<file path="src/rtl/avalon_st_seq_source.sv">
// Avalon-ST sequence source: fixed-length packets START_VAL, +STEP, ... with SOP/EOP, loop, gap, packet count.
// All outputs registered; beat 0 visible the cycle after launch; beats hold while ready=0. Option: AVST_SRC_CHANNEL_EN.
module avalon_st_seq_source #(
   parameter int DATA_W     = 8,
   parameter int START_VAL  = 4,
   parameter int STEP       = 1,
   parameter int BEAT_COUNT = 3,
   parameter int GAP_CYCLES = 0
`ifdef AVST_SRC_CHANNEL_EN
   , parameter int CHAN_W   = 2
`endif
) (
   input  logic              clk,
   input  logic              resetn,
   input  logic              start,
   input  logic              loop,
   input  logic              ready,
   output logic              valid,
   output logic [DATA_W-1:0] data,
   output logic              sop,
   output logic              eop,
   output logic              busy,
   output logic [15:0]       pkt_count
`ifdef AVST_SRC_CHANNEL_EN
   , output logic [CHAN_W-1:0] channel
`endif
);

   localparam int BW = (BEAT_COUNT > 1) ? $clog2(BEAT_COUNT) : 1;
   localparam int GW = (GAP_CYCLES > 1) ? $clog2(GAP_CYCLES) : 1;
   localparam logic [BW-1:0]     LAST_BEAT     = BW'(BEAT_COUNT - 1);
   localparam logic [BW-1:0]     BEAT_ONE      = BW'(1);
   localparam logic [GW-1:0]     LAST_GAP      = GW'((GAP_CYCLES > 0) ? GAP_CYCLES - 1 : 0);
   localparam logic [GW-1:0]     GAP_ONE       = GW'(1);
   localparam logic [DATA_W-1:0] FIRST         = DATA_W'(START_VAL);
   localparam logic [DATA_W-1:0] INC           = DATA_W'(STEP);
   localparam logic              FIRST_IS_LAST = (BEAT_COUNT == 1);

   typedef enum logic [1:0] {IDLE, SEND, GAP} state_t;

   state_t          state;
   logic [BW-1:0]   beat_idx;
   logic [GW-1:0]   gap_cnt;
   logic            go;

   assign go = start | loop;

   always_ff @(posedge clk or negedge resetn) begin
      if (!resetn) begin
         state     <= IDLE;
         valid     <= 1'b0;
         data      <= '0;
         sop       <= 1'b0;
         eop       <= 1'b0;
         busy      <= 1'b0;
         pkt_count <= '0;
         beat_idx  <= '0;
         gap_cnt   <= '0;
`ifdef AVST_SRC_CHANNEL_EN
         channel   <= '0;
`endif
      end else begin
         case (state)
            IDLE: begin
               if (go) begin
                  state    <= SEND;
                  valid    <= 1'b1;
                  busy     <= 1'b1;
                  data     <= FIRST;
                  sop      <= 1'b1;
                  eop      <= FIRST_IS_LAST;
                  beat_idx <= '0;
               end
            end
            SEND: begin
               // valid is always high in SEND, so ready alone marks a transfer
               if (ready) begin
                  if (eop) begin
                     pkt_count <= pkt_count + 16'd1;
`ifdef AVST_SRC_CHANNEL_EN
                     channel   <= channel + CHAN_W'(1);
`endif
                     if (GAP_CYCLES > 0) begin
                        state   <= GAP;
                        valid   <= 1'b0;
                        sop     <= 1'b0;
                        eop     <= 1'b0;
                        gap_cnt <= '0;
                     end else if (go) begin
                        data     <= FIRST;
                        sop      <= 1'b1;
                        eop      <= FIRST_IS_LAST;
                        beat_idx <= '0;
                     end else begin
                        state <= IDLE;
                        valid <= 1'b0;
                        sop   <= 1'b0;
                        eop   <= 1'b0;
                        busy  <= 1'b0;
                     end
                  end else begin
                     data     <= data + INC;
                     beat_idx <= beat_idx + BEAT_ONE;
                     sop      <= 1'b0;
                     eop      <= (beat_idx + BEAT_ONE == LAST_BEAT);
                  end
               end
            end
            GAP: begin
               if (gap_cnt == LAST_GAP) begin
                  if (go) begin
                     state    <= SEND;
                     valid    <= 1'b1;
                     data     <= FIRST;
                     sop      <= 1'b1;
                     eop      <= FIRST_IS_LAST;
                     beat_idx <= '0;
                  end else begin
                     state <= IDLE;
                     busy  <= 1'b0;
                  end
               end else begin
                  gap_cnt <= gap_cnt + GAP_ONE;
               end
            end
            default: begin
               state <= IDLE;
               valid <= 1'b0;
               busy  <= 1'b0;
            end
         endcase
      end
   end

endmodule

</file>
<file path="config.mk">
export PLATFORM = sky130hd
export DESIGN_NAME = avalon_st_seq_source
export DESIGN_NICKNAME = d
export VERILOG_FILES = /design/src/rtl/avalon_st_seq_source.sv
export SDC_FILE = /design/constraint.sdc
export NUM_CORES = 1
export LEC_CHECK = 0
export BUFFER_PORTS_ARGS = -buffer_cell sky130_fd_sc_hd__clkbuf_2
export CORE_ASPECT_RATIO = 1.2
export CORE_UTILIZATION = 48
export CTS_CLUSTER_DIAMETER = 80
export DETAILED_ROUTE_END_ITERATION = 12
export MAX_ROUTING_LAYER = met4
export PLACE_DENSITY = 0.74
export REMOVE_ABC_BUFFERS = 1
export SYNTH_ARGS = -nofsm -noshare
export SYNTH_HDL_FRONTEND = slang
export SYNTH_SLANG_ARGS = --single-unit
</file>
<file path="constraint.sdc">
create_clock -name clk -period 1.4 [get_ports clk]
set_input_delay 0.14 -clock clk [delete_from_list [all_inputs] [get_ports clk]]
set_output_delay 0.14 -clock clk [all_outputs]
set_load 0.05 [all_outputs]
</file>
==> flow_summary.yaml <==
status:
  status: "finished clean"
floorplanning:
  die_x_um: 54.19
  core_area_um2: 3083
  die_h_um: 64.63
  die_area_um2: 3502
  initial_core_util_pct: 50.89
  rows: 22
  io_pins: 33
yosys:
  synth_area_um2: 1569
  ys_types: 39
  synth_top_family_by_area: "simple AND/OR/NAND/NOR gates"
  synth_xor_xnor_area_share_pct: 8.373
  synth_top_area_cell: "dfrtp_1"
  synthMuxAreaShare_pct: 4.705
  synth_area_leaders: "dfrtp_1 49%, xnor2_1 6.1%, nand2_1 3.3%"
  synth-seq-cells: 31
  synth-simple-area-share_pct: 21.21
  ys.flop_type: "dfrtp_1"
  avgSynthCellArea_um2: 10.60
  ys_seq_area_share_pct: 49.44
  syn_inst: 148
  synthAdderAreaFrac_pct: 3.190
  async_reset_ff_share_pct: 100.0
  ys_warn_count: 0
  synth.top_cell.area_share_pct: 49.44
  synth-compound-area-share_pct: 10.05
  synth_edf_count: 0
sta:
  maxSlewHeadroom_pct: 73.83
  maxSlewViolCount: 0
  worst_pin_slew_ns: 0.3926
  fin_crit_sh_pct: 96.61
  finalSetupViolCount: 0
  hold_ws_ns: 0.2423
  max_freq_mhz: 739.4
  period_needed_ns: 1.352
  clock_skew_ns: 0.001299
  rsz0062_at_grt: "true"
  finalHoldViolations: 0
cells_and_area:
  antenna_cells: 0
  final_cell_area_um2: 2049
  drive_gt1_share_pct: 38.05
  stdcell_count: 241
  layout_commonest_cell: "clkbuf_2"
  final_cell_mix: "32 x clkbuf_2, 27 x dfrtp_1, 20 x buf_4"
  area_growth_pct: 30.62
  layout.nets: 214
setup_path:
  critPathLaunchType: "flip-flop"
  cp.depth: 3
  cp.arrival_ns: 1.57
  timing.rr.end: "state[0]"
  critPathKind: "reg -> reg"
  r2r_start: "state[0]"
  critPathLaunch: "state[0]"
  reg2reg_depth: 3
  cp_top_family: "flip-flops"
  path_buf_inv: 1
  r2r_setup_slack_ns: 0.05
  cp_max_fo: 11
  crit_required_ns: 1.61
  slowest_delay_ns: 0.45
  cp_cell_sequence: "buf_12, ha_1, mux2_2"
  slowest_stage: "dfrtp_2"
  endpoint_kind: "flip-flop"
  crit_end: "state[0]"
clocking:
  clock_path_buffers: 2
  cts_buffers: 5
  tritoncts: "done"
  clk_latency_ns: 0.32
  path_clk_slew_ns: 0.09
  htreeDepth: 2
  root_buffer: "clkbuf_4"
  cts_sinks: 31
grt:
  grt_pass1_vias: 1310
  grt_pass1_wl_um: 5733
  grt_max_degree: 32
  antenna_found_initial: 0
  overflow: 0
  grt_usage_pct: 23.08
routing:
  wl_per_cell_um: 14.86
  ant_nets: 0
  wirelength_um: 3582
  first_pass_iters: 4
  drc_errors: 0
  viasPerCell: 5.639
  via_count: 1359
  drt_iter0_drc: 25
power_and_ir_drop:
  p_leak_nw: 1.022
  irDropWorstVdd_v: 0.001527
  powerDensity_nw_per_um2: 2036
placement:
  postPlaceCellArea_um2: 1901
  dp_hpwl_um: 2538
  port-buffer-count: 32
  gp_congestion: 0.8697
  dp_cells: 230
flow_run:
  maxCapViolCount: 0
worst_hold_path:
  min_path_type: "in -> reg"
  hold_path_depth: 3
==> worst min path at each step <==
stage                     startpoint      endpoint
after floorplan               resetn   beat_idx[0]
after global placement        resetn  pkt_count[6]
after detailed placement      resetn  pkt_count[6]
after CTS                      ready  pkt_count[2]
after global routing           ready  pkt_count[2]
final                          ready  pkt_count[2]
==> sequential cells by signal, indices dropped and copies added, names as in the netlist <==
| register | count |
|---|---|
| state | 1 |
| pkt_count | 16 |
| valid | 1 |
| eop | 1 |
| beat_idx | 2 |
| sop | 1 |
| busy | 1 |
| data | 8 |
==> tightest hold or removal path, stage by stage <==
cell and delay [ns]:
clkbuf_2 0.17, nand4_4 0.16, xnor2_1 0.07
==> where the power goes <==
| part | switching (mW) | internal, mW | total, mW | leakage (nW) |
|---|---|---|---|---|
| Clock | 0.284 | 0.232 | 0.516 | 0.0341 |
| Sequential | 0.220 | 1.14 | 1.36 | 0.395 |
| Combinational | 1.42 | 0.883 | 2.30 | 0.593 |
==> cells by family (layout without fill, tap and decap cells) <==
kind of cell    after synthesis  in the layout
flops                        31             31
fa+ha+maj                     4              4
buf+inv                      10             67
xor+xnor                     15             15
simple gates                 57             57
mux                           7              7
compound gates               24             24
==> metal layers <==
layer  GRT usage (%)  up-vias  share of wire (%)
li1                -      641                  -
met1           25.90      651                 39
met2           38.57       54                 53
met3           5.869       13                6.1
met4           8.013        0                2.3
met5               -        -                  0
==> synthesized netlist by cell type, drive strengths merged, types with 5 or more instances <==
master and n:
nand2 14, xnor2 11, nand4 5, nor2 11, dfrtp 31, inv 5, nand3 8, o21ai 8
==> final cells by class <==
| class | instances | area [µm²] |
|---|---|---|
| clock inverters | 1 | 5.005 |
| multi-input cells | 107 | 783.3 |
| fillers | 244 | 1033 |
| repair buffers | 55 | 365.4 |
| clock buffers | 6 | 51.30 |
| inverters | 5 | 18.77 |
| well taps | 36 | 45.04 |
| flip-flops and latches | 31 | 780.7 |
==> timing repair <==
action | 4_1_cts | 5_1_grt
pin swaps | 1 | 0
hold buffers | 1 | 0
endpoints found under the hold margin | 31 | 0
buffers inserted | 0 | 2
endpoints found under the setup margin | 8 | 10
cloned | 0 | 1
gates resized for setup | 1 | 11
==> stage by stage <==
stage / total power, mW / setup WS [ns] / TNS [ns] / util, %
after global routing: 4.434 / -0.02671 / -0.05419 / 66.48
after global placement: 3.431 / -0.0003767 / -0.0003767 / 61.65
after floorplan: 2.742 / -0.3524 / -4.541 / -
after detailed placement: 3.486 / -0.03712 / -0.07185 / 61.65
after CTS: 4.024 / 0.005102 / 0 / 63.84
final: 4.173 / 0.04753 / 0 / 66.48
Power figures use the tool's default switching activity.
